[src/rtl/acc_dp16.sv]
// acc_dp16 -- datapath companion to the 16-step accumulation controller.
// Accumulates one signed x_in*w_in product per step index 0..15. The full
// window sum is published on acc_out with a one-cycle out_valid strobe. Any
// illegal step transition sets the sticky seq_err flag.
// Optional build macro: ACC_DP16_RELU_EN. When it is defined, the published
// result is clamped at zero (ReLU). The internal accumulator is unaffected.
module acc_dp16 #(
  parameter int DATA_W = 8,
  parameter int ACC_W  = 20  // must be >= 2*DATA_W+4 so 16 full products fit
) (
  input  logic                     clk,
  input  logic                     rst,
  input  logic [3:0]               state,
  input  logic signed [DATA_W-1:0] x_in,
  input  logic signed [DATA_W-1:0] w_in,
  output logic signed [ACC_W-1:0]  acc_out,
  output logic                     out_valid,
  output logic                     seq_err
);

  localparam int PROD_W = 2 * DATA_W;
  localparam logic [3:0] LAST_STEP = 4'd15;

  // Classification of the sampled step against the window in progress.
  typedef enum logic [1:0] {
    STEP_START,      // state==0: begin or restart a window
    STEP_ADVANCE,    // armed and state==prev_state+1
    STEP_VIOLATION,  // armed and anything else
    STEP_IGNORE      // not armed and state!=0
  } step_kind_e;

  logic signed [ACC_W-1:0]  acc;
  logic                     armed;
  logic [3:0]               prev_state;

  logic signed [PROD_W-1:0] prod;
  logic signed [ACC_W-1:0]  prod_ext;
  logic signed [ACC_W-1:0]  sum_next;
  logic signed [ACC_W-1:0]  result;
  logic [3:0]               expected_step;
  step_kind_e               step_kind;
  logic                     window_done;

  // Full-precision signed product, sign-extended to the accumulator width.
  assign prod     = x_in * w_in;
  assign prod_ext = {{(ACC_W - PROD_W){prod[PROD_W-1]}}, prod};
  assign sum_next = acc + prod_ext;

  // After step 15 the wrap to 0 is covered by the restart case, so the
  // 4-bit wrap of this increment never causes a false match.
  assign expected_step = prev_state + 4'd1;

`ifdef ACC_DP16_RELU_EN
  // Negative window sums are published as zero.
  assign result = sum_next[ACC_W-1] ? '0 : sum_next;
`else
  assign result = sum_next;
`endif

  // Decide which rule applies to the step sampled at the next edge.
  always_comb begin
    // NOTE: assign a default before any branch so no path leaves the
    // variable unassigned, which would infer a latch.
    step_kind = STEP_IGNORE;
    if (state == 4'd0) begin
      step_kind = STEP_START;
    end else if (armed) begin
      if (state == expected_step) step_kind = STEP_ADVANCE;
      else                        step_kind = STEP_VIOLATION;
    end
  end

  assign window_done = (step_kind == STEP_ADVANCE) && (state == LAST_STEP);

  // Window tracking: running sum, armed flag and previous step index.
  always_ff @(posedge clk or posedge rst) begin
    if (rst) begin
      acc        <= '0;
      armed      <= 1'b0;
      prev_state <= 4'd0;
    end else begin
      // NOTE: sequential state uses non-blocking assignments so every
      // register samples pre-edge values regardless of statement order.
      prev_state <= state;
      case (step_kind)
        STEP_START: begin
          acc   <= prod_ext;
          armed <= 1'b1;
        end
        STEP_ADVANCE: begin
          acc <= sum_next;
        end
        STEP_VIOLATION: begin
          armed <= 1'b0;
        end
        default: begin
          // Not in a window: hold everything until a state==0 sample.
        end
      endcase
    end
  end

  // Result publication, completion strobe and sticky sequence error.
  always_ff @(posedge clk or posedge rst) begin
    if (rst) begin
      acc_out   <= '0;
      out_valid <= 1'b0;
      seq_err   <= 1'b0;
    end else begin
      out_valid <= window_done;
      if (window_done) begin
        acc_out <= result;
      end
      if (step_kind == STEP_VIOLATION) begin
        seq_err <= 1'b1;
      end
    end
  end

endmodule

[config.mk]
export PLATFORM = sky130hd
export DESIGN_NAME = acc_dp16
export DESIGN_NICKNAME = d
export VERILOG_FILES = /design/src/rtl/acc_dp16.sv
export SDC_FILE = /design/constraint.sdc
export NUM_CORES = 1
export LEC_CHECK = 0
export ABC_CLOCK_PERIOD_IN_PS = 3400
export CORE_UTILIZATION = 41
export DETAILED_ROUTE_END_ITERATION = 7
export PLACE_DENSITY_LB_ADDON = 0.08
export SLEW_MARGIN = 20
export SYNTH_ARGS = -nofsm -noshare
export SYNTH_HDL_FRONTEND = slang
export SYNTH_SLANG_ARGS = --single-unit
[constraint.sdc]
create_clock -name clk -period 3.4 [get_ports clk]
set_clock_uncertainty 0.15 [all_clocks]
set_input_delay 0.34 -clock clk [delete_from_list [all_inputs] [get_ports clk]]
set_output_delay 0.34 -clock clk [all_outputs]
set_load 0.05 [all_outputs]
==> summary.md <==
| Metric | Value |
|---|---|
| Post-route ant nets | 0 |
| Largest area contributor in the netlist | dfrtp_1 |
| Compound-gate portion of the synthesized area | 13.4% |
| Post-synth cell types | 52 |
| Slack of the critical path | -2.55 ns |
| Post-synthesis simple-gate area fraction | 16.6% |
| Vias in the first global route | 5133 |
| Vias/cell | 4.96 |
| Initial antenna violation count | 0 |
| Port buffer count | 43 |
| Final period utilization | 175% |
| Post-detail-place hpwl | 11000 um |
| Antenna diode count | 0 |
| Critical R2R Launch | acc[0]$_DFFE_PP0P_ |
| GP Congestion | 0.877 |
| Worst skew pair latency | 0.30 ns |
| Max clock buf depth | 2 |
| FF+latch area | 0.00118 sq mm |
| Seq cells post-synth | 47 |
| Largest net degree at the start of global routing | 48 |
| Die height | 118 um |
| Post-Synth Adder-Cell Area | 31.7% |
| TritonCTS clock tree | yes |
| Origin of the worst setup path | w_in[4] |
| Clk slew on worst S/H paths | 0.07 ns |
| CTS Hold Buffers Added | 0 |
| Worst min path class | reg -> reg |
| Clock root buffer | clkbuf_16 |
| F_max | 168 MHz |
| Number of synthesized flops with an enable pin | 0 |
| Filler Cell Count | 1098 |
| Max-cap violations | 0 |
| Endpoints failing setup | 30 |
| CP required | 3.48 ns |
| Initial core utilization | 41.9% |
| CP peak stage delay | 0.54 ns |
| Final hold violations | 0 |
| Worst Tran Pin Value | 0.854 ns |
| WP data arrival | 6.03 ns |
| Post-synth top flop | dfrtp_1 |
| Die area | 0.0140 sq mm |
| Gr ovfl total | 0 |
| Vias | 4936 |
| Failing checks | negative setup slack |
| DRC | 0 |
| Post-synthesis mux area share | 3.85% |
| DR WL/cell | 14.5 um |
| Synth Area per Inst | 9.03 sq um |
| Slew Limit Fails | 0 |
| Min-Delay Startpoint | seq_err$_DFFE_PP0N_ |
| RSZ-0062 raised after global routing | true |
| Post-Route WL | 14400 um |
| Synthesis-to-finish area growth | 55.6% |
| Outcome | finished, violations left |
| Share of the synthesized area in the top cell type | 21.2% |
| Worst-path maximum fanout | 6 |
| Clk sinks | 47 |
| First-pass GRT wire length | 23800 um |
| Slowest-stage cell, CP | fa_1 |
| Main combinational cell family by area after synthesis | adder cells |
| H-tree depth | 2 |
| Ys async rst share | 100% |
| Boundary Pins | 44 |
| Synth area leaders | dfrtp_1, fa_1, ha_1 |
| DP Area | 0.00742 sq mm |
| Post-Synth XOR/XNOR Area | 6.10% |
| Sequential share of the synthesized area | 21.2% |
| Slew margin rel. | 43.1% |
| Fin Hold WS | 0.318 ns |
| Worst setup EP type | register |
| TritonCTS buffer count | 5 |
| DRT iter0 DRCs | 183 |
| Place WS | -3.28 ns |
| Critical path type | in -> reg |
| Cell Rows | 42 |
| Min cycle time layout | 5.95 ns |
| Area of the multi-input gates | 0.00493 sq mm |
| DIE WIDTH | 118 um |
| Syn nets | 744 |
| Yosys warnings | 0 |
| Final #Nets | 947 |
| Worst setup SP type | input pin |
| Mapped cell area | 0.00555 sq mm |
| Post-synthesis cell count | 615 |
| DRT Pass-1 Iters | 4 |
| Core Area | 0.0132 sq mm |
| Final Cell Area | 0.00864 sq mm |
| All-layer global routing usage | 20.9% |
| Share of cells above drive strength 1 | 42.6% |
==> sequential cells by signal (all words and copies together), names as in the netlist <==
name / count
seq_err: 1
armed: 1
prev_state: 4
acc: 20
acc_out: 20
out_valid: 1
==> worst max-delay path, delay by kind of cell <==
| kind | cells | cell delay, ns |
|---|---|---|
| AOI/OAI and AO/OA | 7 | 1.64 |
| adders and majority gates | 6 | 2.24 |
| and+or+nand+nor | 5 | 0.87 |
| xor gates and xnor gates | 1 | 0.12 |
| buffers and inverters | 7 | 0.83 |
==> routing by layer <==
| layer | track usage, % | wire, um |
|---|---|---|
| met5 | 0 | 0 |
| met4 | 4.91 | 167 |
| met3 | 1.54 | 488 |
| met2 | 39.0 | 7560 |
| met1 | 26.3 | 6200 |
==> cells by family after synthesis <==
logic type	count (synthesis)
AO/OA/AOI/OAI	113
XOR/XNOR	37
adder cells (fa/ha/maj)	107
buffers and inverters	107
flip-flops	47
multiplexers	20
AND/OR/NAND/NOR	184
==> stage by stage <==
stage	TNS (ns)	std cells	utilization, %
floorplan	-44.73	615	-
global placement	-76.84	950	56.0
detailed placement	-78.79	950	56.0
global route	-56.87	995	65.3
finish	-51.31	995	65.3
CTS	-53.25	984	60.9
==> cell usage in the layout, fill, tap and decap left out, types with 18 or more instances in the layout <==
cell	n
and2_1	27
fa_1	51
inv_2	18
nor2_1	22
a21oi_1	23
inv_1	74
buf_6	35
nand2_1	46
dfrtp_1	47
ha_1	33
and2_4	19
buf_4	139
clkdlybuf4s50_1	27
==> synth_stat cells, drive strengths merged, types with 3 or more instances <==
master    n
a2111oi   3
a211oi    5
a21o      5
a21oi    35
a31oi     4
and2     46
and3      4
clkbuf    9
dfrtp    47
fa       56
ha       51
inv      96
mux2     11
mux2i     9
nand2    55
nand2b    4
nand3    11
nand4     4
nor2     27
nor2b     7
nor3     16
nor4      5
o21a      6
o21ai    28
o21bai    6
o31ai     5
xnor2    26
xor2     10
==> area by class of cell <==
class	count	area share, %
inverters	96	4.27
well taps	176	2.55
repair buffers	207	20.7
clock buffers	6	1.61
clock inverters	2	0.188
multi-input cells	461	57.1
flip-flops and latches	47	13.6
==> path summary, 6_finish.rpt <==
| path | end | slack, ns | cells after the start |
|---|---|---|---|
| worst max-delay path | acc[19]$_DFFE_PP0P_ | -2.55 | 26 |
| worst min-delay path | seq_err$_DFFE_PP0N_ | 0.32 | 1 |
| worst max register to register | acc[16]$_DFFE_PP0P_ | 0.49 | 10 |
| worst min register to register | seq_err$_DFFE_PP0N_ | 0.32 | 1 |
| max in group asynchronous | acc[15]$_DFFE_PP0P_ | 2.22 | 2 |
| min in group asynchronous | acc[5]$_DFFE_PP0P_ | 0.35 | 2 |
==> timing repair <==
action / in CTS / in global routing
buffers inserted: 27 / 16
pin swaps: 72 / 63
gates resized for setup: 137 / 113
endpoints found under the setup margin: 34 / 32
Power is left out: the tool's default activity adds up to more than one toggle a clock period on the data nets, which glitch-free logic cannot reach.
